<file path="config.mk">
export PLATFORM = sky130hd
export DESIGN_NAME = uart_pkt_parser_flat
export DESIGN_NICKNAME = d
export VERILOG_FILES = /design/src/rtl/uart_pkt_parser_if.sv /design/src/rtl/uart_pkt_parser.sv /design/src/flat_wrapper.sv
export SDC_FILE = /design/constraint.sdc
export NUM_CORES = 1
export LEC_CHECK = 0
export ABC_AREA = 1
export BUFFER_PORTS_ARGS = -buffer_cell sky130_fd_sc_hd__clkbuf_2
export CORE_MARGIN = 5
export CORE_UTILIZATION = 48
export CTS_BUF_LIST = sky130_fd_sc_hd__clkbuf_4
export CTS_CLUSTER_DIAMETER = 30
export DETAILED_ROUTE_END_ITERATION = 10
export GPL_ROUTABILITY_DRIVEN = 0
export PLACE_DENSITY = 0.69
export SYNTH_ARGS = -nofsm -noshare
export SYNTH_HDL_FRONTEND = slang
export SYNTH_SLANG_ARGS = --single-unit
</file>
<file path="constraint.sdc">
create_clock -name clk -period 1.5 [get_ports clk]
set_input_delay 0.15 -clock clk [delete_from_list [all_inputs] [get_ports clk]]
set_output_delay 0.15 -clock clk [all_outputs]
set_load 0.01 [all_outputs]
</file>
<file path="src/rtl/uart_pkt_parser_if.sv">
// uart_pkt_parser_if: RX FIFO pop side and payload stream side of the UART packet parser
interface uart_pkt_parser_if;
    logic       rx_empty;
    logic [7:0] r_data;
    logic       read_uart;
    logic [7:0] m_data;
    logic       m_valid;
    logic       m_ready;
    logic       m_last;
    logic       pkt_done;
    logic       pkt_err;
    logic [1:0] err_code;

    modport master (
        input  rx_empty, r_data, m_ready,
        output read_uart, m_data, m_valid, m_last, pkt_done, pkt_err, err_code
    );

    modport slave (
        output rx_empty, r_data, m_ready,
        input  read_uart, m_data, m_valid, m_last, pkt_done, pkt_err, err_code
    );
endinterface

</file>
<file path="src/rtl/uart_pkt_parser.sv">
// uart_pkt_parser: SYNC/LEN/payload[/checksum] frames from a FWFT UART RX FIFO to a ready/valid byte stream; define UART_PKT_CSUM_EN for the trailing checksum byte
module uart_pkt_parser #(
    parameter logic [7:0] SYNC_BYTE = 8'hA5,
    parameter int         MAX_LEN   = 16,
    parameter int         TIMEOUT   = 1000
) (
    input logic               clk,
    input logic               reset,
    uart_pkt_parser_if.master bus
);
    localparam int            TW       = $clog2(TIMEOUT + 1);
    localparam logic [7:0]    LEN_MAX  = 8'(MAX_LEN);
    localparam logic [TW-1:0] TMO_LAST = TW'(TIMEOUT - 1);

    typedef enum logic [1:0] {HUNT, LEN, PAYLOAD, CSUM} state_t;

    state_t        state_q, state_d;
    logic [7:0]    rem_q, rem_d;
    logic [7:0]    csum_q, csum_d;
    logic [7:0]    data_q, data_d;
    logic [TW-1:0] tmo_q, tmo_d;
    logic          valid_q, valid_d;
    logic          last_q, last_d;
    logic          done_q, done_d;
    logic          err_q, err_d;
    logic [1:0]    code_q, code_d;
    logic          pop;
    logic          accept;

    assign accept = valid_q & bus.m_ready;

    // Frame FSM: pop decision, payload register, checksum, inter-byte timeout and status pulses
    always_comb begin
        state_d = state_q;
        rem_d   = rem_q;
        csum_d  = csum_q;
        data_d  = data_q;
        valid_d = accept ? 1'b0 : valid_q;
        last_d  = accept ? 1'b0 : last_q;
        done_d  = 1'b0;
        err_d   = 1'b0;
        code_d  = code_q;
        pop     = 1'b0;
        tmo_d   = (state_q == HUNT) ? '0 : tmo_q + TW'(bus.rx_empty);
        case (state_q)
            HUNT: begin
`ifdef UART_PKT_CSUM_EN
                pop = ~bus.rx_empty;
`else
                // the previous frame's last byte must be accepted (and pkt_done raised) before a new frame starts
                pop = ~bus.rx_empty & ~(valid_q & last_q);
`endif
                if (pop && bus.r_data == SYNC_BYTE) state_d = LEN;
            end
            LEN: begin
                pop = ~bus.rx_empty;
                if (pop) begin
                    rem_d  = bus.r_data;
                    csum_d = bus.r_data;
                    if (bus.r_data == 8'd0 || bus.r_data > LEN_MAX) begin
                        err_d   = 1'b1;
                        code_d  = 2'b01;
                        state_d = HUNT;
                    end else begin
                        state_d = PAYLOAD;
                    end
                end
            end
            PAYLOAD: begin
                pop = ~bus.rx_empty & (~valid_q | bus.m_ready);
                if (pop) begin
                    data_d  = bus.r_data;
                    valid_d = 1'b1;
                    last_d  = rem_q == 8'd1;
                    rem_d   = rem_q - 8'd1;
                    csum_d  = csum_q + bus.r_data;
`ifdef UART_PKT_CSUM_EN
                    if (rem_q == 8'd1) state_d = CSUM;
`else
                    if (rem_q == 8'd1) state_d = HUNT;
`endif
                end
            end
`ifdef UART_PKT_CSUM_EN
            CSUM: begin
                pop = ~bus.rx_empty;
                if (pop) begin
                    done_d  = bus.r_data == csum_q;
                    err_d   = bus.r_data != csum_q;
                    code_d  = (bus.r_data == csum_q) ? code_q : 2'b10;
                    state_d = HUNT;
                end
            end
`endif
            default: state_d = HUNT;
        endcase
        if (pop) begin
            tmo_d = '0;
        end else if (state_q != HUNT && bus.rx_empty && tmo_q == TMO_LAST) begin
            tmo_d   = '0;
            err_d   = 1'b1;
            code_d  = 2'b11;
            state_d = HUNT;
        end
`ifndef UART_PKT_CSUM_EN
        done_d = accept & last_q;
`endif
    end

    // State and output registers; reset drops any frame in progress without reporting it
    always_ff @(posedge clk or posedge reset) begin
        if (reset) begin
            state_q <= HUNT;
            rem_q   <= '0;
            csum_q  <= '0;
            data_q  <= '0;
            tmo_q   <= '0;
            valid_q <= 1'b0;
            last_q  <= 1'b0;
            done_q  <= 1'b0;
            err_q   <= 1'b0;
            code_q  <= 2'b00;
        end else begin
            state_q <= state_d;
            rem_q   <= rem_d;
            csum_q  <= csum_d;
            data_q  <= data_d;
            tmo_q   <= tmo_d;
            valid_q <= valid_d;
            last_q  <= last_d;
            done_q  <= done_d;
            err_q   <= err_d;
            code_q  <= code_d;
        end
    end

    assign bus.read_uart = pop & ~reset;
    assign bus.m_data    = data_q;
    assign bus.m_valid   = valid_q;
    assign bus.m_last    = last_q;
    assign bus.pkt_done  = done_q;
    assign bus.pkt_err   = err_q;
    assign bus.err_code  = code_q;
endmodule

</file>
<file path="src/flat_wrapper.sv">
// flat-port wrapper written by rule: the top's interface ports become plain ports
module uart_pkt_parser_flat 
#(
    parameter logic [7:0] SYNC_BYTE = 8'hA5,
    parameter int         MAX_LEN   = 16,
    parameter int         TIMEOUT   = 1000
)
  (clk, reset, bus_rx_empty, bus_r_data, bus_m_ready, bus_read_uart, bus_m_data, bus_m_valid, bus_m_last, bus_pkt_done, bus_pkt_err, bus_err_code);
  uart_pkt_parser_if bus_i ();
  input logic clk;
  input logic reset;
  input wire logic [$bits(bus_i.rx_empty)-1:0] bus_rx_empty;
  input wire logic [$bits(bus_i.r_data)-1:0] bus_r_data;
  input wire logic [$bits(bus_i.m_ready)-1:0] bus_m_ready;
  output wire logic [$bits(bus_i.read_uart)-1:0] bus_read_uart;
  output wire logic [$bits(bus_i.m_data)-1:0] bus_m_data;
  output wire logic [$bits(bus_i.m_valid)-1:0] bus_m_valid;
  output wire logic [$bits(bus_i.m_last)-1:0] bus_m_last;
  output wire logic [$bits(bus_i.pkt_done)-1:0] bus_pkt_done;
  output wire logic [$bits(bus_i.pkt_err)-1:0] bus_pkt_err;
  output wire logic [$bits(bus_i.err_code)-1:0] bus_err_code;
  assign bus_i.rx_empty = bus_rx_empty;
  assign bus_i.r_data = bus_r_data;
  assign bus_i.m_ready = bus_m_ready;
  assign bus_read_uart = bus_i.read_uart;
  assign bus_m_data = bus_i.m_data;
  assign bus_m_valid = bus_i.m_valid;
  assign bus_m_last = bus_i.m_last;
  assign bus_pkt_done = bus_i.pkt_done;
  assign bus_pkt_err = bus_i.pkt_err;
  assign bus_err_code = bus_i.err_code;
  uart_pkt_parser #(.SYNC_BYTE(SYNC_BYTE), .MAX_LEN(MAX_LEN), .TIMEOUT(TIMEOUT)) u_core (.clk(clk), .reset(reset), .bus(bus_i));
endmodule
</file>
==> metrics.yaml, run 1 <==
status:
  status: "finished with violations"
  violations: "negative setup slack"
global_routing:
  antenna_found_initial: 0
  busiest_layer: "met2"
  met3_usage_pct: 4.35
  grt_pass1_vias: 1451
  use_met1_pct: 22.9
  use_met2_pct: 24.4
  grt-ovfl-total: 0
  grt.total_usage_pct: 16.4
  grt_pass1_wl_um: 6630
  grt_start_max_net_pins: 35
floorplan:
  io_pins: 27
  fp-row-count: 22
  die_w_um: 71.4
  coreArea_sq_mm: 0.00366
  die_h_um: 71.4
  start_util_pct: 49.5
  die-area_sq_mm: 0.00510
clock_tree:
  cts_htree_levels: 2
  cts_buffers: 5
  cts_tree: "built"
  clkTransAtPathRegs_ns: 0.11
  clock_path_buffers: 2
  ctsRootBufferMaster: "clkbuf_4"
  insertion_delay_ns: 0.34
  cts.sinks: 34
synthesis:
  synth_cells: 240
  synth-warning-count: 0
  ys.flop_type: "dfrtp_1"
  synth-seq-cells: 34
  synth_edf_count: 0
  syn-cell-area_sq_mm: 0.00181
  async_flop_share_pct: 100
  syn_area_per_cell_sq_um: 7.54
  synth_cell_types: 22
  synth_nets: 256
  synth.yosys.seq_area_share_pct: 47.0
critical_path:
  startpoint_type: "flip-flop"
  crit_path_cell_trace: "inv_2 > nor2_4 > nand3_4 > nand2_4 > o21ai_2 > inv_1 > buf_2"
  regToRegSetupSlack_ns: 0.10
  path_depth: 7
  max_stage_delay_ns: 0.44
  r2r.worst_path.cells: 8
  cp_num_buf_inv: 3
  worstReg2RegStart: "u_core.state_q[0]"
  r2r-end: "u_core.tmo_q[1]"
  crit_slowest_cell: "dfrtp_1"
  cp_top_family: "flip-flops"
  cp_max_fo: 3
  cp-end-kind: "output pin"
  arrival_ns: 1.37
  crit_type: "flip-flop to output pin"
  cp.required_ns: 1.35
worst_hold_path:
  hold_start: "bus_m_ready"
  hold-path-endpoint: "u_core.bus.pkt_done"
  holdCritPathClass: "input pin to flip-flop"
  min_path_cells: 3
placed_design:
  place_inst: 316
  port_buffers: 26
  dp_hpwl_um: 2810
finish:
  diodes: 0
  drive_gt1_share_pct: 21.6
  instances_no_fill: 330
  fin_nets: 298
  synthToLayoutAreaGrowth_pct: 18.7
sta:
  max_freq_mhz: 658
  slew_violations: 0
  setup_slack_ns: -0.0206
  period_share_pct: 101
  holdWs_ns: 0.0511
  setup_viol: 1
  slew_headroom_pct: 71.5
  finalClockSkew_ns: 0.00915
  tightest_slew_ns: 0.428
  min_period_ns: 1.52
  rsz0062_at_grt: "yes"
  finalHoldViolCount: 0
detailed_routing:
  antenna_left: 0
  drc_errors: 0
  drtIter0Drc: 110
  finalWirelength_um: 3840
  via_per_inst: 4.76
  wl_per_cell_um: 11.6
  vias: 1572
  drt_first_pass_iters: 4
flow_run:
  drv_cap: 0
pwr:
  ir_drop_uv: 442
  leakagePower_nw: 1.12
  p_per_area_mw_per_mm2: 789
logic make-up after synthesis:
group / count (synthesis) / synth area share [%]
and+or+nand+nor: 138 / 31.7
DFF: 34 / 47.0
buffers and inverters: 32 / 7.19
AOI/OAI and AO/OA: 25 / 7.95
xor gates and xnor gates: 7 / 3.39
adders and majority gates: 4 / 2.76
placed cells by master (no fill, tap or decap):
cell	instances
nand3_2	1
nor3_1	1
nor2_2	2
dlygate4sd3_1	1
o21ai_2	4
dfrtp_1	33
xnor2_1	2
nand2_2	3
buf_4	11
nand4_1	3
nand3_1	11
o21ai_0	14
nand3b_1	1
inv_1	27
a21oi_1	3
buf_2	1
clkinv_2	2
clkbuf_2	25
nand2_4	1
nor2_1	38
inv_2	2
xor2_1	5
nor2_4	2
dfrtp_2	1
o21ai_1	1
ha_1	4
o21bai_1	1
clkbuf_4	5
o211ai_1	2
nand3_4	1
nand2_1	74
worst min-delay path, cell delays in order:
cell and delay [ns]:
clkbuf_2 0.09, inv_1 0.08, nor2_1 0.05
layer usage:
metal  share of wire [%]  wire length [um]  up-vias
li1                    -                 -      826
met1                  49              1870      711
met2                  44              1690       30
met3                 5.8               222        5
met4                 1.3                51        0
met5                   0                 0        -
what timing repair did:
| item | 4_1_cts | 5_1_grt |
|---|---|---|
| resized for setup | 8 | 5 |
| hold buffers | 1 | 0 |
| hold endpoints to repair | 34 | 0 |
| endpoints found under the setup margin | 1 | 3 |
| setup buffers | 4 | 2 |
| pin swaps | 3 | 4 |
registers in the layout, summed over array words and instances (netlist names):
signal and count:
u_core.tmo_q 10, u_core.bus.pkt_done 1, u_core.bus.m_valid 1, u_core.rem_q 8
u_core.bus.err_code 2, u_core.bus.pkt_err 1, u_core.bus.m_data 8, u_core.state_q 2
u_core.bus.m_last 1
Yosys cell counts, types with 3 or more instances:
cell / number / area [sq um]
o21ai_2: 3 / 26.3
nand2_2: 3 / 18.8
a21oi_1: 3 / 15.0
nor2_1: 41 / 154
ha_1: 4 / 50.1
inv_1: 28 / 105
xor2_1: 5 / 43.8
nand2_1: 75 / 282
nand4_1: 3 / 18.8
dfrtp_1: 34 / 851
o21ai_0: 16 / 80.1
nand3_1: 12 / 60.1
stage by stage:
step                      setup TNS (ns)  setup WS [ns]  utilization (%)  power (mW)  area (sq um)
after floorplan                        0          0.141                -        1.14          1810
after global placement                 0          0.176             55.1        1.22          2020
after detailed placement               0          0.153             55.1        1.22          2020
after CTS                        -0.0151        -0.0151             58.1        1.72          2130
after global routing              -0.107        -0.0972             58.7        1.80          2150
final                            -0.0206        -0.0206             58.7        1.70          2150
worst max-delay path by stage:
stage / endpoint / start / slack [ns]
floorplan: bus_read_uart / reset / 0.14
global placement: bus_read_uart / u_core.state_q[0] / 0.18
detailed placement: bus_read_uart / u_core.bus.m_valid / 0.15
CTS: bus_read_uart / u_core.state_q[1] / -0.02
global route: bus_read_uart / u_core.state_q[1] / -0.1
finish: bus_read_uart / u_core.state_q[1] / -0.02
layout make-up:
type                    instances  area (sq um)
fillers                       360          1510
multi-input cells             174           858
flip-flops and latches         34           852
repair buffers                 38           223
inverters                      29           109
well taps                      48          60.1
clock buffers                   5          37.5
clock inverters                 2          10.0
power breakdown:
part	switching, mW	internal (mW)
registers	0.0348	0.957
logic	0.138	0.0839
clock network	0.314	0.168
total	0.487	1.21
No activity file was read; power rests on OpenSTA's default activity.
==> inputs of run 2 (changes only) <==
--- a/config.mk
+++ b/config.mk
@@ -7,7 +7,7 @@
 export LEC_CHECK = 0
 export ABC_AREA = 1
 export BUFFER_PORTS_ARGS = -buffer_cell sky130_fd_sc_hd__clkbuf_2
-export CORE_MARGIN = 5
+export CORE_MARGIN = 2
 export CORE_UTILIZATION = 48
 export CTS_BUF_LIST = sky130_fd_sc_hd__clkbuf_4
 export CTS_CLUSTER_DIAMETER = 30
==> run 2 against run 1 <==
Net effect:
- the flow still finishes with violations (negative setup slack)
- fmax decreased by 0.52%
- clock power grew 4.3%
- hold slack worse by 0.029 ns
- largest cell class unchanged
- largest power group unchanged
==> metrics.yaml, run 2 (synthesized netlist as in run 1, its figures left out) <==
placed_design:
  pre_cts_ws_ns: 0.138
  placed_cell_area_sq_mm: 0.00200
  port_buffers: 26
  place_inst: 314
  dp_hpwl_um: 2730
sta:
  rsz0062_at_grt: "yes"
  setup_viol: 1
  min_period_ns: 1.53
  setup_slack_ns: -0.0285
  slew_headroom_pct: 71.7
  max_freq_mhz: 654
  finalSetupTns_ns: -0.0285
  finalHoldViolCount: 0
  finalClockSkew_ns: 0.0165
  tightest_slew_ns: 0.425
  holdWs_ns: 0.0222
  slew_violations: 0
  period_share_pct: 102
finish:
  top_register: "u_core.tmo_q"
  instances_no_fill: 326
  fin_nets: 293
  diodes: 0
  fillerInstances: 363
  final_cell_mix: "nand2_1 (75), nor2_1 (37), dfrtp_1 (33)"
  drive_gt1_share_pct: 19.8
  largest_reg_flops: 10
  fin_area_sq_mm: 0.00213
  synthToLayoutAreaGrowth_pct: 17.8
  final_common_cell: "nand2_1"
  utilization_pct: 58.7
floorplan:
  die_h_um: 65.4
  start_util_pct: 49.8
  die-area_sq_mm: 0.00428
  die_w_um: 65.4
  fp-row-count: 22
  io_pins: 27
  coreArea_sq_mm: 0.00363
pwr:
  p_per_area_mw_per_mm2: 807
  leakagePower_nw: 1.09
  ir_drop_uv: 510
  fin_total_pwr_mw: 1.72
critical_path:
  startpoint_type: "flip-flop"
  cp-end-kind: "output pin"
  crit_slowest_cell: "dfrtp_2"
  worstReg2RegStart: "u_core.state_q[0]"
  cp_max_fo: 5
  max_stage_delay_ns: 0.47
  regToRegSetupSlack_ns: 0.12
  r2r-end: "u_core.rem_q[0]"
  crit_top_cell: "inv_1"
  crit_path_cell_trace: "nor2_2 > inv_1 > nor2_4 > o21ai_4 > inv_1 > buf_2"
  crit_type: "flip-flop to output pin"
  cp.required_ns: 1.35
  r2r.worst_path.cells: 7
  arrival_ns: 1.38
clock_tree:
  cts.sinks: 34
  cts_tree: "built"
  clock_path_buffers: 2
  cts_buffers: 5
  ctsRootBufferMaster: "clkbuf_4"
  cts_htree_levels: 2
  clkTransAtPathRegs_ns: 0.11
  insertion_delay_ns: 0.35
global_routing:
  grt-ovfl-total: 0
  grt_pass1_vias: 1504
  grt_pass1_wl_um: 6510
  antenna_found_initial: 0
  grt_start_max_net_pins: 35
  grt.total_usage_pct: 20.2
worst_hold_path:
  hold-path-endpoint: "u_core.bus.pkt_done"
  holdCritPathClass: "input pin to flip-flop"
  hold_start: "bus_m_ready"
  min_path_cells: 3
detailed_routing:
  antenna_left: 0
  drc_errors: 0
  wl_per_cell_um: 11.8
  finalWirelength_um: 3830
  vias: 1595
  via_per_inst: 4.89
  drtIter0Drc: 60
  drt_first_pass_iters: 5
flow_run:
  drv_cap: 0
status:
  status: "finished with violations"
  violations: "negative setup slack"
run 2: repair_timing:
| item | in CTS | in global routing |
|---|---|---|
| pin swaps | 3 | 3 |
| resized for setup | 8 | 6 |
| buffers inserted | 3 | 0 |
| cloned | 0 | 1 |
| setup endpoints to repair | 1 | 14 |
| hold buffers | 1 | 0 |
| endpoints found under the hold margin | 34 | 0 |
run 2: worst max-delay path, delay by kind of cell (launching register included):
family,cells,cell delay [ns]
AND/OR/NAND/NOR,2,0.25
buffers and inverters,3,0.25
AO/OA/AOI/OAI,1,0.07
flip-flops,1,0.47
run 2: metal layers:
layer / track usage, % / up-vias / part of all wire [%]
li1: - / 819 / -
met1: 25.4 / 746 / 46
met2: 33.8 / 24 / 49
met3: 4.79 / 6 / 3.7
met4: 7.55 / 0 / 1.4
met5: 0 / - / 0
run 2: worst max path at each step:
stage	cells past startpoint	from	endpoint	slack (ns)
6_report	6	u_core.state_q[0]	bus_read_uart	-0.03
3_3_place_gp	7	u_core.tmo_q[0]	u_core.tmo_q[8]	0.16
5_1_grt	7	u_core.state_q[1]	bus_read_uart	-0.1
3_5_place_dp	6	u_core.bus.m_valid	bus_read_uart	0.14
4_1_cts	7	u_core.state_q[1]	bus_read_uart	-0.03
2_1_floorplan	3	reset	bus_read_uart	0.14
run 2: final cells by class:
class                      instances  area [sq um]  area share (%)
multi-input combinational        175           881            41.3
sequential                        34           852            39.9
timing repair buffer              32           178            8.33
inverter                          29           109            5.10
tap                               48          60.1            2.82
clock buffer                       6          45.0            2.11
clock inverter                     2          8.76           0.411
run 2: where the power goes:
part	internal [mW]	switching (mW)	leakage, nW
Combinational	0.0832	0.142	0.594
Sequential	0.957	0.0352	0.462
Clock	0.194	0.310	0.0331
Total	1.23	0.487	1.09
==> inputs of run 3 (changes only) <==
--- a/config.mk
+++ b/config.mk
@@ -8,12 +8,12 @@
 export ABC_AREA = 1
 export BUFFER_PORTS_ARGS = -buffer_cell sky130_fd_sc_hd__clkbuf_2
 export CORE_MARGIN = 2
-export CORE_UTILIZATION = 48
+export CORE_UTILIZATION = 55
 export CTS_BUF_LIST = sky130_fd_sc_hd__clkbuf_4
 export CTS_CLUSTER_DIAMETER = 30
 export DETAILED_ROUTE_END_ITERATION = 10
 export GPL_ROUTABILITY_DRIVEN = 0
-export PLACE_DENSITY = 0.69
+export PLACE_DENSITY = 0.77
 export SYNTH_ARGS = -nofsm -noshare
 export SYNTH_HDL_FRONTEND = slang
 export SYNTH_SLANG_ARGS = --single-unit
==> run 3 against run 2 <==
Net effect:
- the flow still finishes with violations (negative setup slack)
- utilization grew 10 points
- count of clock-buffer cells in the layout is the same
- setup slack worse by 0.010 ns
- routed wire length down 3.1%
- combinational power barely moved
- critical path type unchanged
- cell count did not move
- final area grew 0.47%
- hold slack improved by 0.025 ns
- register-to-register slack worse by 0.06 ns
- highest routed layer unchanged
- flip-flop and latch count unchanged
- global-route usage is 2.9 points higher
==> metrics.yaml, run 3 (synthesized netlist as in run 1, its figures left out) <==
detailed_routing:
  antenna_left: 0
  via_per_inst: 4.96
  vias: 1617
  wl_met2_um: 1680
  wl_met3_um: 129
  wl_per_cell_um: 11.4
  drc_errors: 0
  drtIter0Drc: 118
  met1_length_um: 1860
  top_layer_used: "met4"
  finalWirelength_um: 3710
  drt_first_pass_iters: 4
critical_path:
  cp.required_ns: 1.35
  cp_max_fo: 3
  regToRegSetupSlack_ns: 0.06
  worstReg2RegStart: "u_core.state_q[0]"
  critPathLaunch: "u_core.state_q[0]"
  r2r.worst_path.cells: 10
  arrival_ns: 1.39
  crit_type: "flip-flop to output pin"
  cp-end-kind: "output pin"
  startpoint_type: "flip-flop"
clock_tree:
  ctsRootBufferMaster: "clkbuf_4"
  cts.sinks: 34
  clock_path_buffers: 2
  insertion_delay_ns: 0.33
  clkTransAtPathRegs_ns: 0.10
  cts_htree_levels: 2
  cts_buffers: 5
  cts_tree: "built"
worst_hold_path:
  min_path_cells: 3
  hold_start: "bus_m_ready"
  holdCritPathClass: "input pin to flip-flop"
finish:
  final_cell_mix: "nand2_1 (75), nor2_1 (39), dfrtp_1 (34)"
  drive_gt1_share_pct: 20.2
  final_common_cell: "nand2_1"
  top_register: "u_core.tmo_q"
  largest_reg_flops: 10
  utilization_pct: 69.1
  final-seq-area_sq_um: 851
  diodes: 0
  synthToLayoutAreaGrowth_pct: 18.4
  fin_area_sq_mm: 0.00214
  instances_no_fill: 326
  fillerInstances: 285
  multi_input_area_sq_um: 848
  fin_nets: 297
floorplan:
  die-area_sq_mm: 0.00377
  start_util_pct: 58.3
  die_h_um: 61.4
  coreArea_sq_mm: 0.00310
  die_w_um: 61.4
  io_pins: 27
  fp-row-count: 20
sta:
  rsz0062_at_grt: "yes"
  setup_slack_ns: -0.0390
  finalClockSkew_ns: 0.00573
  setup_viol: 1
  slew_violations: 0
  finalHoldViolCount: 0
  period_share_pct: 103
  max_freq_mhz: 650
  min_period_ns: 1.54
  tightest_slew_ns: 0.418
  slew_headroom_pct: 72.1
pwr:
  ir_drop_uv: 617
  p_per_area_mw_per_mm2: 792
  leakagePower_nw: 1.11
flow_run:
  drv_cap: 0
placed_design:
  pre_cts_ws_ns: 0.181
  port_buffers: 26
  dp_hpwl_um: 2690
  place_inst: 312
  placed_cell_area_sq_mm: 0.00201
global_routing:
  antenna_found_initial: 0
  grt_pass1_wl_um: 6360
  grt_pass1_vias: 1477
  grt-ovfl-total: 0
  grt_start_max_net_pins: 35
  grt.total_usage_pct: 23.1
status:
  status: "finished with violations"
  violations: "negative setup slack"
-- run 3: cell types whose count changed in the layout (fill, tap and decap cells not counted), sizes merged --
cell	before	now
buf	6	10
nand2	79	78
clkbuf	31	32
-- run 3: layout make-up --
| type | count | area share [%] |
|---|---|---|
| Tap cell | 44 | 2.57 |
| Clock buffer | 6 | 2.10 |
| Clock inverter | 2 | 0.409 |
| Multi-Input combinational cell | 174 | 39.6 |
| Timing Repair Buffer | 37 | 10.6 |
| Inverter | 29 | 5.08 |
| Sequential cell | 34 | 39.7 |
-- run 3: path summary, 6_finish.rpt --
path	end
min in group asynchronous	u_core.state_q[0]
hold reg to reg	u_core.bus.err_code[0]
hold / removal	u_core.bus.pkt_done
max in group asynchronous	u_core.bus.m_data[1]
setup reg to reg	u_core.rem_q[6]
setup / recovery	bus_read_uart
-- run 3: worst max-delay path, stage by stage, from the launching register on --
cell and delay (ns):
dfrtp_1 0.42, buf_6 0.13, nor2_4 0.10, nand3_4 0.08, nand2_2 0.09, o21ai_2 0.06, inv_1 0.05, clkbuf_2 0.12
-- run 3: timing repair --
action / in CTS / in global routing
endpoints found under the setup margin: 1 / 7
hold buffers: 1 / 0
pin swaps: 3 / 0
gates resized for setup: 6 / 7
endpoints found under the hold margin: 34 / 0
setup buffers: 5 / 0
-- run 3: routing by layer --
layer / track usage (%) / vias to the layer above
met1: 33.2 / 746
met3: 4.62 / 4
met2: 35.0 / 36
met4: 8.81 / 0
li1: - / 831
met5: 0 / -
-- run 3: power breakdown --
group	total [mW]	internal, mW	switching, mW	leakage, nW
Combinational	0.224	0.0821	0.142	0.617
Sequential	0.991	0.957	0.0337	0.464
Clock	0.483	0.194	0.289	0.0331
-- run 3: metrics by stage --
stage	hold slack (ns)	setup TNS, ns	power (mW)
2_1_floorplan	0.260	0	1.14
3_3_place_gp	0.322	0	1.22
3_5_place_dp	0.307	0	1.22
4_1_cts	0.0354	-0.0122	1.71
5_1_grt	0.0430	-0.148	1.80
6_report	0.0475	-0.0390	1.70
